### config.mk
export PLATFORM = sky130hd
export DESIGN_NAME = mux8_rr_arbiter
export DESIGN_NICKNAME = d
export VERILOG_FILES = /design/src/rtl/mux8_rr_arbiter.sv
export SDC_FILE = /design/constraint.sdc
export NUM_CORES = 1
export LEC_CHECK = 0
export CAP_MARGIN = 20
export CELL_PAD_IN_SITES_DETAIL_PLACEMENT = 0
export CELL_PAD_IN_SITES_GLOBAL_PLACEMENT = 2
export CORE_MARGIN = 4
export CORE_UTILIZATION = 29
export CTS_CLUSTER_DIAMETER = 40
export DETAILED_ROUTE_END_ITERATION = 12
export PLACE_DENSITY_LB_ADDON = 0.2
export SLEW_MARGIN = 20
export SYNTH_ARGS = -nofsm -noshare
export SYNTH_HDL_FRONTEND = slang
export SYNTH_SLANG_ARGS = --single-unit
### constraint.sdc
create_clock -name clk -period 3.05 [get_ports clk]
set_input_delay 0.915 -clock clk [delete_from_list [all_inputs] [get_ports clk]]
set_output_delay 0.915 -clock clk [all_outputs]
set_load 0.02 [all_outputs]
### src/rtl/mux8_rr_arbiter.sv
// Round-robin arbiter sharing one 8:1 mux among 8 requesters; drives sel, one-hot gnt and muxed y.
// Optional forced rotation after MAX_HOLD contended cycles when ARB_TIMEOUT_EN is defined.
module mux8_rr_arbiter #(
  parameter int NREQ     = 8,
  parameter int SELW     = 3,
  parameter int MAX_HOLD = 4
) (
  input  logic            clk,
  input  logic            reset,
  input  logic [NREQ-1:0] req,
  input  logic [NREQ-1:0] d,
  output logic [NREQ-1:0] gnt,
  output logic            gnt_vld,
  output logic [SELW-1:0] sel,
  output logic            y
);

  localparam int HOLD_W = (MAX_HOLD > 1) ? $clog2(MAX_HOLD) : 1;
  localparam logic [HOLD_W-1:0] HOLD_LAST = HOLD_W'(MAX_HOLD - 1);

  typedef enum logic {IDLE, GRANT} state_t;

  state_t            state_reg, state_next;
  logic [NREQ-1:0]   gnt_reg, gnt_next;
  logic              vld_reg, vld_next;
  logic [SELW-1:0]   sel_reg, sel_next;
  logic [SELW-1:0]   ptr_reg, ptr_next;
  logic [HOLD_W-1:0] hold_cnt_reg, hold_cnt_next;

  logic [NREQ-1:0]   others;
  logic [SELW-1:0]   nptr;
  logic [NREQ-1:0]   pick_vec;
  logic [SELW-1:0]   pick_base;
  logic [SELW-1:0]   pick_idx;
  logic [NREQ-1:0]   pick_onehot;
  logic              timeout;

  // Lowest offset from start wins, so the scan runs high-to-low and overwrites.
  function automatic logic [SELW-1:0] pick(input logic [NREQ-1:0] r, input logic [SELW-1:0] start);
    logic [SELW-1:0] idx;
    logic [SELW-1:0] res;
    res = start;
    for (int off = NREQ - 1; off >= 0; off--) begin
      idx = start + SELW'(off);
      if (r[idx]) res = idx;
    end
    return res;
  endfunction

  assign others    = req & ~gnt_reg;
  assign nptr      = sel_reg + 1'b1;
  assign pick_vec  = (state_reg == IDLE) ? req : others;
  assign pick_base = (state_reg == IDLE) ? ptr_reg : nptr;
  assign pick_idx  = pick(pick_vec, pick_base);

  generate
    for (genvar gi = 0; gi < NREQ; gi++) begin : g_onehot
      assign pick_onehot[gi] = (pick_idx == SELW'(gi));
    end
  endgenerate

`ifdef ARB_TIMEOUT_EN
  assign timeout = (hold_cnt_reg == HOLD_LAST) && (|others);
`else
  logic unused_hold;
  assign timeout     = 1'b0;
  assign unused_hold = ^hold_cnt_reg;
`endif

  always_ff @(posedge clk) begin
    if (reset) begin
      state_reg    <= IDLE;
      gnt_reg      <= '0;
      vld_reg      <= 1'b0;
      sel_reg      <= '0;
      ptr_reg      <= '0;
      hold_cnt_reg <= '0;
    end else begin
      state_reg    <= state_next;
      gnt_reg      <= gnt_next;
      vld_reg      <= vld_next;
      sel_reg      <= sel_next;
      ptr_reg      <= ptr_next;
      hold_cnt_reg <= hold_cnt_next;
    end
  end

  always_comb begin
    state_next    = state_reg;
    gnt_next      = gnt_reg;
    vld_next      = vld_reg;
    sel_next      = sel_reg;
    ptr_next      = ptr_reg;
    hold_cnt_next = hold_cnt_reg;
    case (state_reg)
      IDLE: begin
        if (|req) begin
          state_next    = GRANT;
          gnt_next      = pick_onehot;
          sel_next      = pick_idx;
          vld_next      = 1'b1;
          hold_cnt_next = '0;
        end
      end
      GRANT: begin
        if (req[sel_reg] && !timeout) begin
          if (hold_cnt_reg != HOLD_LAST) hold_cnt_next = hold_cnt_reg + 1'b1;
        end else begin
          // Owner released or was preempted: restart the search after it.
          ptr_next      = nptr;
          hold_cnt_next = '0;
          if (|others) begin
            gnt_next = pick_onehot;
            sel_next = pick_idx;
          end else begin
            state_next = IDLE;
            gnt_next   = '0;
            vld_next   = 1'b0;
          end
        end
      end
      default: state_next = IDLE;
    endcase
  end

  assign gnt     = gnt_reg;
  assign gnt_vld = vld_reg;
  assign sel     = sel_reg;
  assign y       = vld_reg & d[sel_reg];

endmodule
# Word level (Yosys, flattened, before mapping)
# Cells that the tools add are included.
# op_classes
n_mux	46
magnitude_cmp	9
addsub	8
bitwise	5
n_reduce_logical	7
n_eq_ne	11
# ops
cell	n
< comparator 3 x 4 -> 1 bit (second input constant)	9
2-to-1 mux 3 bit	12
2-to-1 mux 8 bit	4
binary-select mux 1 bit (select 3 bit)	10
2-to-1 mux 1 bit	16
one-hot mux 8 bit (2 select lines)	1
OR reduction 8 bit	2
adder 3 bit (second input constant)	4
== test 3 bit (second input constant)	4
AND 8 bit	1
inverter 8 bit	1
adder 3 x 1 -> 3 bit (second input constant)	2
adder 3 x 2 -> 3 bit (second input constant)	2
== test 3 x 2 -> 1 bit (second input constant)	2
one-hot mux 3 bit (2 select lines)	1
AND reduction 3 bit	2
inequality test 2 x 1 -> 1 bit (second input constant)	2
inequality test 2 bit (second input constant)	2
one-hot mux 1 bit (2 select lines)	2
AND reduction 2 bit	2
== test 3 x 1 -> 1 bit (second input constant)	1
logical NOT 3 bit	1
inverter 1 bit	2
AND 1 bit	1
# totals
out_inout_bits	13
register_bits	16
elab_cells	91

# Longest topological paths before layout
# depth
word_depth	17
mapped_depth	13
mapped_depth_nobuf	11

# Least setup slack after synthesis
# No wires, ideal clock.
# synth_timing
path_type	reg2reg
startpoint	register sel_reg[1], in the netlist sel[1]
endpoint	register gnt_reg[3], in the netlist gnt[3]
setup_slack_ns	-0.500
required_time_ns	2.933
setup_time_ns	0.117
t_arrival_ns	3.432
path_stages_with_launch	12
cell_sequence	dfxtp_1 -> ha_1 -> mux2i_4 -> inv_2 -> buf_6 -> ha_1 -> mux4_2 -> mux2_2 -> nor4_1 -> o21ai_1 -> and2_1 -> a32o_1
# synth_via
elab_chain_cells	17
word_cells_on_any_way	42
classes_between	add/sub: 8; eq/ne: 2; mux: 31; reduce/logical: 1
# synth_lines
item	line_no	rtl
start, declared	26	logic [SELW-1:0] sel_reg, sel_next;
start signal, assigned	82	sel_reg <= sel_next;
adder 3 x 1 -> 3 bit (*)	51	assign nptr = sel_reg + 1'b1;
net nptr[1]	31	logic [SELW-1:0] nptr;
2-to-1 mux 3 bit (*)	53	assign pick_base = (state_reg == IDLE) ? ptr_reg : nptr;
adder 3 bit	44	idx = start + SELW'(off);
binary-select mux 1 bit (select 3 bit)	45	if (r[idx]) res = idx;
2-to-1 mux 1 bit (implied by the code)	45	
2-to-1 mux 3 bit (7 in a row)	45	
2-to-1 mux 3 bit (*)	45	
== test 3 x 2 -> 1 bit (*)	58	assign pick_onehot[gi] = (pick_idx == SELW'(gi));
2-to-1 mux 8 bit	112	if (|others) begin
2-to-1 mux 8 bit	106	if (req[sel_reg] && !timeout) begin
one-hot mux 8 bit (2 select lines) (*)	95	case (state_reg)
end signal, assigned	80	gnt_reg <= gnt_next;
end, declared	24	logic [NREQ-1:0] gnt_reg, gnt_next;
# The timed path passes the listed nets; every way through them passes the cells marked *. The select of a mux whose other input is x is not followed.
# A chain may end at the register's enable or synchronous reset.

# Worst setup path after layout
# layout_timing
startpoint	register sel_reg[0], in the netlist sel[0]
endpoint	register sel_reg[2], in the netlist sel[2]
# layout_via
elab_chain_cells	16
word_cells_on_any_way	41
classes_between	add/sub: 8; eq/ne: 1; mux: 31; reduce/logical: 1
# layout_lines
item	line_no
adder 3 x 1 -> 3 bit (*)	51
net nptr[1]	31
2-to-1 mux 3 bit (*)	53
adder 3 bit	44
binary-select mux 1 bit (select 3 bit)	45
2-to-1 mux 1 bit (implied by the code)	45
2-to-1 mux 3 bit (7 in a row)	45
2-to-1 mux 3 bit (*)	45
2-to-1 mux 3 bit	112
2-to-1 mux 3 bit	106
one-hot mux 3 bit (2 select lines) (*)	95
# Marked as above.

==> impl_metrics.prom <==
# TYPE chip_impl_metric gauge
chip_impl_info{name="synth_top_flop_cell",value="dfxtp_1"} 1
chip_impl_info{name="synth_area_leader",value="dfxtp_1"} 1
chip_impl_info{name="grt_setup_unrepaired",value="yes"} 1
chip_impl_metric{name="drcViolationCount",unit=""} 0
chip_impl_metric{name="vias_per_cell",unit=""} 5.40
chip_impl_metric{name="met3_grt_util",unit="%"} 2.76
chip_impl_metric{name="grt_use_met1",unit="%"} 24.8
chip_impl_metric{name="async_flop_share",unit="%"} 0
chip_impl_metric{name="period_utilisation_layout",unit="%"} 100
chip_impl_metric{name="grt_max_degree",unit=""} 18
chip_impl_info{name="critPathKind",value="flip-flop to flip-flop"} 1
chip_impl_metric{name="post_layout_nonfiller_instances",unit=""} 355
chip_impl_metric{name="num_rows",unit=""} 28
chip_impl_metric{name="cts_inserted_buffers",unit=""} 3
chip_impl_info{name="hold_class",value="flip-flop to flip-flop"} 1
chip_impl_metric{name="reg2regPathDepth",unit=""} 13
chip_impl_metric{name="yosys.area.top_type_share",unit="%"} 17.9
chip_impl_metric{name="dp.final_hpwl",unit="mm"} 4.77
chip_impl_metric{name="power-per-cell-area",unit="nW/µm²"} 1180
chip_impl_metric{name="detailedRoute.firstIterationViolations",unit=""} 93
chip_impl_metric{name="ioPinCount",unit=""} 31
chip_impl_metric{name="switching_part_of_the_total_power",unit="%"} 46.5
chip_impl_metric{name="power.share.sequential",unit="%"} 11.4
chip_impl_metric{name="clock_path_buffers",unit=""} 2
chip_impl_metric{name="holdWs",unit="ns"} 0.505
chip_impl_metric{name="grt_overflow_total",unit=""} 0
chip_impl_metric{name="final.setup.tns",unit="ns"} 0
chip_impl_metric{name="power_frac_clock",unit="%"} 5.0
chip_impl_metric{name="netlist_instances",unit=""} 204
chip_impl_metric{name="clock_skew",unit="ns"} 0.00309
chip_impl_metric{name="wl_per_cell",unit="µm"} 17.4
chip_impl_metric{name="number_of_setup_violations_in_the_final_report",unit=""} 0
chip_impl_metric{name="worst_slew_margin_rel",unit="%"} 57.8
chip_impl_metric{name="period_needed",unit="ns"} 3.05
chip_impl_metric{name="antennaDiodeCount",unit=""} 0
chip_impl_metric{name="postRouteWirelength",unit="mm"} 6.18
chip_impl_metric{name="cell_total_after_placement",unit=""} 340
chip_impl_metric{name="min_delay_path_depth",unit=""} 2
chip_impl_metric{name="net_total_in_the_final_layout",unit=""} 301
chip_impl_metric{name="grt_use_total",unit="%"} 16.8
chip_impl_metric{name="clock.fmax",unit="MHz"} 328
chip_impl_metric{name="yosys_register_bits",unit=""} 16
chip_impl_metric{name="p_leak",unit="nW"} 1.18
chip_impl_metric{name="syn_to_final_growth",unit="%"} 56.3
chip_impl_info{name="tritoncts",value="yes"} 1
chip_impl_metric{name="power.switching",unit="mW"} 1.54
chip_impl_metric{name="maxSlewViolCount",unit=""} 0
chip_impl_metric{name="power.total",unit="mW"} 3.32
chip_impl_metric{name="clk_transition_reported_paths",unit="ns"} 0.07
chip_impl_metric{name="htree_levels",unit=""} 1
chip_impl_metric{name="first_pass_grt_wire_length",unit="mm"} 9.96
chip_impl_metric{name="ys_seq_area_share",unit="%"} 17.9
chip_impl_metric{name="floorplan.initialDensity",unit="%"} 30.1
chip_impl_metric{name="die-width",unit="µm"} 86.7
chip_impl_metric{name="multiInputGateArea",unit="µm²"} 1610
chip_impl_metric{name="ff_latch_area",unit="µm²"} 325
chip_impl_metric{name="peak_ir_drop_on_the_vdd_network",unit="mV"} 0.847
chip_impl_metric{name="postLayoutSetupSlackWorst",unit="ns"} 0.00123
chip_impl_metric{name="port_buffers",unit=""} 30
chip_impl_info{name="cp-end-kind",value="flip-flop"} 1
chip_impl_metric{name="synth-edff-count",unit=""} 0
chip_impl_metric{name="pwr-share-comb",unit="%"} 83.6
chip_impl_metric{name="syn_area",unit="µm²"} 1790
chip_impl_metric{name="p_int",unit="mW"} 1.78
chip_impl_metric{name="route.antenna.remaining_nets",unit=""} 0
chip_impl_metric{name="worst-slew-pin-transition",unit="ns"} 0.629
chip_impl_metric{name="grt_pass1_vias",unit=""} 1871
chip_impl_info{name="root_buffer",value="clkbuf_8"} 1
chip_impl_metric{name="clock_sink_count",unit=""} 16
chip_impl_metric{name="coreArea",unit="µm²"} 5960
chip_impl_metric{name="fin_hold_viols",unit=""} 0
chip_impl_metric{name="clock_insertion_delay_worst_skew",unit="ns"} 0.25
chip_impl_metric{name="grt_use_met2",unit="%"} 26.1
chip_impl_metric{name="cp.required",unit="ns"} 3.18
chip_impl_metric{name="worst-endpoint-arrival",unit="ns"} 3.18
chip_impl_metric{name="filler_instances",unit=""} 596
chip_impl_metric{name="dr.pass1.iters",unit=""} 4
chip_impl_metric{name="yosys_warnings",unit=""} 0
chip_impl_metric{name="max_cap_violations",unit=""} 0
chip_impl_metric{name="crit_fanout",unit=""} 5
chip_impl_metric{name="die_h",unit="µm"} 86.7
chip_impl_info{name="netlist_top_cells_area",value="dfxtp_1 18%, mux2i_1 12%, mux4_2 7.5%, nand2_1 3.3%, nor2_1 3.3%"} 1
chip_impl_info{name="outcome",value="finished clean"} 1
chip_impl_metric{name="antenna_found_initial",unit=""} 0
chip_impl_metric{name="placement.setup.worst_slack",unit="ns"} -0.629
chip_impl_metric{name="drive_gt1_share",unit="%"} 42.1
chip_impl_metric{name="vias",unit=""} 1917
chip_impl_metric{name="largest_register_ff_count",unit=""} 8
chip_impl_metric{name="synth_area_per_cell",unit="µm²"} 8.80
chip_impl_metric{name="synthDistinctLibCells",unit=""} 61
chip_impl_info{name="routing_layer_with_the_top_usage_in_global_route",value="met2"} 1
chip_impl_metric{name="die_area",unit="µm²"} 7510
chip_impl_info{name="critPathLaunchType",value="flip-flop"} 1
chip_impl_metric{name="synth_nets",unit=""} 224
chip_impl_metric{name="gp_congestion",unit=""} 0.828
## repair_timing
action                     in CTS  in global routing
resized for setup              42                 23
buffers inserted                6                  5
pin swaps                       8                 10
setup endpoints to repair      12                 12
hold buffers                    0                  0
## cells by family after synthesis
| family | share of synthesized area (%) |
|---|---|
| compound gates | 28.6 |
| simple gates | 16.6 |
| mux | 26.0 |
| buf+inv | 5.93 |
| flops | 17.9 |
| xor+xnor | 3.63 |
| fa+ha+maj | 1.39 |
## metrics by stage
stage	util [%]	area (µm²)
finish	47.1	2800
global route	47.1	2800
global placement	41.4	2470
CTS	45.0	2680
detailed placement	41.4	2470
floorplan	-	1840
## cells in the mapped netlist (3+ instances only)
master / number
mux2_2: 5
mux4_2: 6
a32o_1: 4
o31ai_1: 4
a221oi_1: 3
a211oi_1: 3
clkbuf_1: 5
nor2_1: 16
o21ai_0: 3
xnor2_1: 3
a21oi_1: 10
o211ai_1: 4
inv_1: 8
dfxtp_1: 16
mux2i_1: 21
a21boi_1: 6
nand2b_1: 5
nor4_1: 3
nand2_1: 16
a21o_1: 4
o22ai_1: 4
nand3_1: 4
## power by group through the flow
stage                     Combinational [mW]  Clock, mW  Sequential, mW
after floorplan                         1.50          0           0.424
after global placement                  2.36          0           0.367
after detailed placement                2.34          0           0.368
after CTS                               2.55      0.170           0.378
after global routing                    2.99      0.179           0.389
final                                   2.77      0.167           0.378
## layout make-up
class / instances / area share (%)
clock buffers: 4 / 1.61
inverters: 10 / 1.38
multi-input cells: 168 / 57.3
flip-flops and latches: 16 / 11.6
well taps: 75 / 3.35
repair buffers: 82 / 24.8
## per-layer routing
metal / wire length, µm / part of all wire (%)
met1: 2950 / 48
met2: 2980 / 48
met3: 253 / 4.1
met4: 5 / 0.081
met5: 0 / 0
## path summary, 6_finish.rpt
path	slack, ns	end	startpoint
hold reg to reg	0.50	ptr_reg[0]	ptr_reg[0]
hold / removal	0.50	ptr_reg[0]	ptr_reg[0]
setup reg to reg	0.001	sel[2]	sel[0]
setup / recovery	0.001	sel[2]	sel[0]
## cells in the final DEF, fill, tap and decap left out, types with 4 or more instances in the layout
| cell | n |
|---|---|
| a21o_1 | 4 |
| inv_1 | 8 |
| dlygate4sd2_1 | 9 |
| mux2_2 | 4 |
| a21boi_4 | 6 |
| mux2i_1 | 15 |
| mux4_2 | 6 |
| a21oi_1 | 10 |
| o211ai_1 | 4 |
| dlymetal6s2s_1 | 4 |
| buf_4 | 49 |
| nand2_1 | 14 |
| nand3_1 | 4 |
| nand2b_1 | 5 |
| dfxtp_1 | 14 |
| mux2i_2 | 6 |
| nor2_1 | 16 |
| clkdlybuf4s50_1 | 14 |
| a32o_1 | 4 |
## worst max-delay path: stages, from the launching register on
cell       delay [ns]
dfxtp_2          0.35
ha_4             0.25
mux2i_4          0.15
inv_2            0.07
ha_4             0.29
mux4_2           0.59
a2111oi_4        0.39
nor4_2           0.09
o211ai_1         0.21
a21oi_2          0.08
buf_6            0.14
buf_4            0.12
mux2i_1          0.14
nor2_1           0.05
Note: power is estimated with default switching activity, not from simulation.
